<file path="config.mk">
export PLATFORM = sky130hd
export DESIGN_NAME = handshake_driver
export DESIGN_NICKNAME = d
export VERILOG_FILES = /design/src/rtl/handshake_driver.sv
export SDC_FILE = /design/constraint.sdc
export NUM_CORES = 1
export LEC_CHECK = 0
export BUFFER_PORTS_ARGS = -buffer_cell sky130_fd_sc_hd__buf_2
export CORE_ASPECT_RATIO = 1.75
export CORE_MARGIN = 1.5
export CORE_UTILIZATION = 59
export DETAILED_ROUTE_END_ITERATION = 16
export PLACE_DENSITY = 0.82
export SLEW_MARGIN = 20
export SYNTH_ARGS = -nofsm -noshare
export SYNTH_HDL_FRONTEND = slang
export SYNTH_SLANG_ARGS = --single-unit
</file>
<file path="constraint.sdc">
create_clock -name CLK -period 4.9 [get_ports CLK]
set_clock_uncertainty 0.05 [all_clocks]
set_input_delay 0.735 -clock CLK [delete_from_list [all_inputs] [get_ports CLK]]
set_output_delay 0.735 -clock CLK [all_outputs]
set_load 0.01 [all_outputs]
</file>
<file path="src/rtl/handshake_driver.sv">
// Buffered valid/ready transmitter: upstream words are queued and offered
// downstream in order, with a transfer counter and a sticky stall detector.
module handshake_driver #(
  parameter int WIDTH       = 5,
  parameter int DEPTH       = 4,
  parameter int STALL_LIMIT = 15
) (
  input  logic                   CLK,
  input  logic                   RESET,
  input  logic                   push_valid,
  input  logic [WIDTH-1:0]       push_data,
  output logic                   push_ready,
  output logic                   handshake_valid,
  output logic [WIDTH-1:0]       handshake_data,
  input  logic                   handshake_ready,
  output logic [$clog2(DEPTH):0] level,
  output logic [7:0]             xfer_count,
  output logic                   stall_err
);

  localparam int PW = $clog2(DEPTH);
  localparam int LW = PW + 1;
  localparam int SW = $clog2(STALL_LIMIT + 2);
  localparam logic [LW-1:0] FULL_LEVEL = LW'(DEPTH);
  localparam logic [SW-1:0] STALL_MAX  = SW'(STALL_LIMIT + 1);

  logic [WIDTH-1:0] mem_q [DEPTH];
  logic [PW-1:0]    wrPtr_q, wrPtr_d;
  logic [PW-1:0]    rdPtr_q, rdPtr_d;
  logic [LW-1:0]    level_q, level_d;
  logic [7:0]       xferCount_q, xferCount_d;
  logic [SW-1:0]    stallCnt_q, stallCnt_d;
  logic             stallErr_q, stallErr_d;
  logic             doPush, doPop;

  // Handshake outputs decode registered state only, so ready never loops back combinationally.
  assign push_ready      = (level_q < FULL_LEVEL);
  assign handshake_valid = (level_q != '0);
  assign handshake_data  = mem_q[rdPtr_q];
  assign level           = level_q;
  assign xfer_count      = xferCount_q;
  assign stall_err       = stallErr_q;

  assign doPush = push_valid & push_ready;
  assign doPop  = handshake_valid & handshake_ready;

  always_comb begin
    wrPtr_d     = wrPtr_q;
    rdPtr_d     = rdPtr_q;
    level_d     = level_q;
    xferCount_d = xferCount_q;
    stallCnt_d  = stallCnt_q;

    if (doPush) wrPtr_d = wrPtr_q + PW'(1);
    if (doPop) begin
      rdPtr_d     = rdPtr_q + PW'(1);
      xferCount_d = xferCount_q + 8'd1;
    end

    case ({doPush, doPop})
      2'b10:   level_d = level_q + LW'(1);
      2'b01:   level_d = level_q - LW'(1);
      default: level_d = level_q;
    endcase

    // Counter saturates one past the limit; reaching that value marks the overrun.
    if (doPop || !handshake_valid)
      stallCnt_d = '0;
    else if (stallCnt_q != STALL_MAX)
      stallCnt_d = stallCnt_q + SW'(1);

    stallErr_d = stallErr_q | (stallCnt_d == STALL_MAX);
  end

  always_ff @(posedge CLK) begin
    if (RESET) begin
      wrPtr_q     <= '0;
      rdPtr_q     <= '0;
      level_q     <= '0;
      xferCount_q <= '0;
      stallCnt_q  <= '0;
      stallErr_q  <= 1'b0;
    end else begin
      wrPtr_q     <= wrPtr_d;
      rdPtr_q     <= rdPtr_d;
      level_q     <= level_d;
      xferCount_q <= xferCount_d;
      stallCnt_q  <= stallCnt_d;
      stallErr_q  <= stallErr_d;
    end
  end

  // Storage is left unreset; the pointers alone define which entries are live.
  always_ff @(posedge CLK) begin
    if (doPush && !RESET) mem_q[wrPtr_q] <= push_data;
  end

endmodule

</file>
==> impl_metrics.toml, run 1 <==
[cells_and_area]
diodes = 0
syn2layout_area_growth_pct = 16.0
nets = 196
final_cell_count_no_fill = 207
drive_above_1_share_pct = 28.5
final_common_cell = "buf_2"
postLayoutCoreUtil_pct = 72.1
design_area_mm2 = 0.00211
layout_common_cells = "buf_2 (27), dfxtp_1 (23), nor2_1 (21), edfxtp_1 (20), inv_1 (10)"

[timing]
finalHoldViolations = 0
setup_viol = 0
setup-tns-final_ps = 0
rsz0062_at_grt = "no"
fin_crit_ps = 2300
fin_crit_sh_pct = 46.9
slew-limit-headroom_pct = 75.1
worst_slack_ps = 2600
fmax_mhz = 435
maxSlewViolCount = 0
tightest_slew_ps = 370

[cts]
clk_latency_ps = 290
cts_root_buf = "clkbuf_8"
clock-sinks = 43
cts_buffer_depth = 2
cts_tree = "built"
clk_pin_slew_ps = 80
cts_resized = 0
cts_buffers = 5
post_cts_buffers = 0
hold_buffers = 0
cts-htree-levels = 2

[worst_setup_path]
critPathMaxFanout = 7
crit_path_end_kind = "flip-flop"
critPathKind = "reg -> reg"
startpoint_type = "flip-flop"
cp.arrival_ps = 2480
cp_data_required_time_ps = 5080

[min_path]
hold_path_class = "reg -> reg"

[grt]
overflow = 0
grt_start_max_net_pins = 20
grt_pass1_wl_um = 5200
track_usage_pct = 20.9
antenna_found_initial = 0
grt_pass1_vias = 1171

[outcome]
status = "complete, no violations"

[floorplan]
initial_utilization_pct = 62.1
ioPinCount = 28
dieWidth_um = 45.0
die-area_mm2 = 0.00344
fp.dieH_um = 76.5
num_rows = 26
core_mm2 = 0.00293

[power_and_ir_drop]
vdd_drop_max_mv = 0.497
power_leakage_uw = 0.000811
power.density_mw_per_mm2 = 504

[detailed_routing]
first_pass_iters = 4
ant_nets = 0
vias_per_cell = 5.58
drt_iter0_markers = 25
routedWlPerCell_um = 15.3
vias = 1156
drt-total-wl_um = 3160
route.detailed.drc = 0

[synthesis]
ys_top_cells_by_area = "edfxtp_1 (33%), dfxtp_1 (25%), mux4_2 (6.2%), ha_1 (5.5%), nor2_1 (4.3%)"
yosys_warnings = 0
syn_inst = 147
syn_area_mm2 = 0.00182
synth_top_area_share_pct = 33.0
syn-num-nets = 165
yosysTopAreaCell = "edfxtp_1"
synth-seq-cells = 43
syn_area_per_cell_um2 = 12.4
ys_seq_area_share_pct = 58.3
synth_cell_type_count = 33

[run]
maxCapViolations = 0

[placed_design]
dp_hpwl_um = 2370
gp_congestion = 0.847
dp.cells = 199
dpl_cell_area_mm2 = 0.00197
dpl_worst_slack_ps = 2290
io_buffers = 27
==> area by class of cell <==
cell class	instances	area (µm²)
repair buffers	27	135
flip-flops and latches	43	1060
clock buffers	5	68.8
clock inverters	3	67.6
inverters	11	41.3
fillers	210	817
multi-input cells	90	702
well taps	28	35.0
==> flip-flops by register name (all words and copies together) (netlist names), named ones only <==
register    count
level           3
mem_q          20
rdPtr_q         2
stallCnt_q      5
stall_err       1
wrPtr_q         2
xfer_count      8
==> report_power, final <==
part           internal (µW)  switching, µW  total [µW]
clock                    203            117         320
combinational            132            139         271
sequential               420           52.7         472
==> metal layers <==
metal	track usage [%]	share of wire [%]	up-vias	wire length [µm]
met3	5.92	3.3	10	104
met5	0	0	-	0
met1	21.1	37	553	1170
met4	10.0	2.8	0	87
met2	36.6	57	25	1800
li1	-	-	568	-
==> Yosys cell counts <==
cell and count:
nor3_1 4, nand3_1 4, xnor2_1 7, nor4_1 1
and2b_2 2, mux4_2 5, o22ai_2 1, nand2_1 7
nand3b_1 1, a311oi_1 1, and2_1 4, inv_2 1
xor2_1 6, o21ai_0 2, nand4_1 1, nor4b_1 1
or4_4 1, mux2_2 1, o31ai_4 1, inv_1 10
nor2_1 21, and3_2 1, a21oi_1 5, or3_2 1
clkbuf_1 2, edfxtp_1 20, dfxtp_1 23, or3_1 1
nand2_2 1, buf_4 1, or3_4 1, fa_1 1
ha_1 8
==> per-stage QoR <==
stage	power, µW	hold WS (ps)
final	1060	431
after global routing	1120	457
after CTS	1070	435
after detailed placement	752	422
after global placement	736	410
after floorplan	668	435
==> cell families (layout without fill, tap and decap cells) <==
kind of cell             Yosys count  in the layout  share of synthesized area [%]
AO/OA/AOI/OAI                     10             10                           4.26
XOR/XNOR                          13             13                           6.26
adder cells (fa/ha/maj)            9              9                           6.60
buffers and inverters             14             46                           3.10
flip-flops                        43             43                           58.3
multiplexers                       6              6                           6.81
AND/OR/NAND/NOR                   52             52                           14.7
==> worst max-delay path, stage by stage, from the launching register on <==
cell and delay [ps]:
dfxtp_1 480, and2b_2 280, inv_1 80, ha_1 190
inv_1 60, fa_1 370, xor2_1 170, or3_2 420
a21oi_1 150
==> path summary, 6_finish.rpt <==
| check | end | slack (ps) | cells past startpoint | from |
|---|---|---|---|---|
| min | stall_err | 430 | 2 | stall_err |
| max | level[2] | 2600 | 8 | level[2] |
| max reg2reg | level[2] | 2600 | 8 | level[2] |
| min reg2reg | stall_err | 430 | 2 | stall_err |
No activity file was read; power rests on OpenSTA's default activity.
==> run 2: changes to the inputs <==
- CORE_UTILIZATION: 59 -> 50
- PLACE_DENSITY: 0.82 -> 0.74
- clock period: 4.9 -> 2 ns (I/O delays scaled with it)
==> run 2 against run 1 <==
Effect of this change:
- cell area grew 3.1%
- sequential share of layout area shrank 1.2 points
- cell count grew 11%
- largest power group unchanged
- critical path depth shrank 3
- critical path type is now reg -> out
- worst setup slack lost 2500 ps
- critical endpoint is now handshake_valid
- utilization shrank 8.7 points
- wire length is the same
- worst hold slack lost 270 ps
- die area grew 17%
- non-clock buffer count grew 6
- sequential power grew 140%
- global-route usage shrank 2.6 points
==> impl_metrics.toml, run 2 (same netlist as run 1, synthesis figures left out) <==
[outcome]
status = "complete, no violations"

[detailed_routing]
dr_wl_met2_um = 1840
route.detailed.drc = 0
dr_wl_met3_um = 131
vias_per_cell = 5.07
routedWlPerCell_um = 13.8
drt-total-wl_um = 3160
ant_nets = 0
top_layer = "met4"
met1_length_um = 1100
drt_iter0_markers = 20
first_pass_iters = 4
vias = 1165

[cells_and_area]
fillers = 309
layout_common_cells = "buf_2 (27), nor2_1 (21), dfxtp_1 (20), edfxtp_1 (20), inv_1 (9)"
nets = 202
final_common_cell = "buf_2"
diodes = 0
largest_register = "mem_q"
syn2layout_area_growth_pct = 19.6
largest_reg_flops = 20
design_area_mm2 = 0.00218
drive_above_1_share_pct = 33.5
final_cell_count_no_fill = 230

[timing]
fmax_mhz = 520
hold-worst-slack_ps = 165
slew-limit-headroom_pct = 76.8
tightest_slew_ps = 348
maxSlewViolCount = 0
finalHoldViolations = 0
fin_crit_sh_pct = 96.1
rsz0062_at_grt = "no"
fin_crit_ps = 1920
setup_viol = 0

[floorplan]
ioPinCount = 28
core_mm2 = 0.00343
initial_utilization_pct = 53.0
num_rows = 28
dieWidth_um = 48.6
die-area_mm2 = 0.00402
fp.dieH_um = 82.8

[worst_setup_path]
critPathMaxFanout = 4
crit_path_frequent_cell = "buf_4"
critPathKind = "reg -> out"
crit_path_end_kind = "primary output"
cp.arrival_ps = 1570
crit_family = "buffers and inverters"
worst_path_max_delay_cell = "or3_4"
path_cells = "buf_4 > buf_4 > buf_4 > or3_4 > buf_2"
startpoint_type = "flip-flop"
worst-path-buf-inv = 4
critPathMaxStageDelay_ps = 390
cp_data_required_time_ps = 1650

[power_and_ir_drop]
swShare_pct = 29.7
power_leakage_uw = 0.000832
power.density_mw_per_mm2 = 1190
seqPwrFrac_pct = 44.6
p_int_uw = 1820
clkPwrFrac_pct = 25.1
switchingPower_uw = 766
pwr-share-comb_pct = 30.3
vdd_drop_max_mv = 0.888

[cts]
cts-htree-levels = 2
cts_tree = "built"
cts_root_buf = "clkbuf_8"
clk_pin_slew_ps = 70
cts_buffer_depth = 2
hold_buffers = 0
clock-sinks = 43
cts_buffers = 5
clk_latency_ps = 290

[placed_design]
io_buffers = 27
dpl_cell_area_mm2 = 0.00205
dp_hpwl_um = 2470
gp_congestion = 0.784
dp.cells = 220

[grt]
grt_pass1_vias = 1193
antenna_found_initial = 0
grt_start_max_net_pins = 20
grt_pass1_wl_um = 5220
overflow = 0
track_usage_pct = 18.3

[run]
maxCapViolations = 0

[min_path]
hold_path_class = "in -> reg"
## run 2: what timing repair did
item	4_1_cts	5_1_grt
endpoints found under the setup margin	1	1
pin swaps	0	2
gates resized for setup	0	2
hold endpoints to repair	0	0
gates cloned	0	0
setup buffers	2	0
## run 2: per-stage QoR
step / total power (µW) / setup slack (ps) / TNS, ps / utilization (%)
3_5_place_dp: 1930 / -14.0 / -14.0 / 59.6
4_1_cts: 2600 / 29.8 / 0 / 63.2
2_1_floorplan: 1670 / 14.7 / 0 / -
3_3_place_gp: 1890 / 29.2 / 0 / 59.6
6_report: 2580 / 78.0 / 0 / 63.4
5_1_grt: 2750 / 12.4 / 0 / 63.4
## run 2: power by group through the flow
stage / clock [µW] / combinational [µW] / sequential, µW
detailed placement: 0 / 743 / 1180
floorplan: 0 / 514 / 1160
global route: 700 / 875 / 1170
CTS: 660 / 778 / 1160
finish: 649 / 781 / 1150
global placement: 0 / 723 / 1170
## run 2: per-layer routing
layer	global-route usage, %	vias to the layer above
met1	15.7	549
met5	0	-
met2	37.1	25
met3	5.73	8
li1	-	583
met4	9.71	0
## run 2: layout make-up
| class | count | area (µm²) | share of cell area [%] |
|---|---|---|---|
| Sequential cell | 43 | 1070 | 49.1 |
| Multi-Input combinational cell | 90 | 724 | 33.3 |
| Timing Repair Buffer | 33 | 180 | 8.28 |
| Clock buffer | 7 | 76.3 | 3.51 |
| Tap cell | 45 | 56.3 | 2.59 |
| Inverter | 11 | 41.3 | 1.90 |
| Clock inverter | 1 | 30.0 | 1.38 |
## run 2: worst paths after layout
check / from / end / slack, ps / cells past startpoint
max: level[2] / handshake_valid / 80 / 5
min: push_data[4] / mem_q[3][4] / 170 / 1
max reg2reg: level[2] / level[2] / 150 / 8
min reg2reg: stall_err / stall_err / 420 / 2
## run 2: worst register-to-register path, delay by kind of cell (launching register included)
kind / cells / cell delay, ps
compound gates: 1 / 110
xor+xnor: 1 / 160
fa+ha+maj: 2 / 470
buf+inv: 2 / 130
flops: 1 / 340
simple gates: 2 / 550
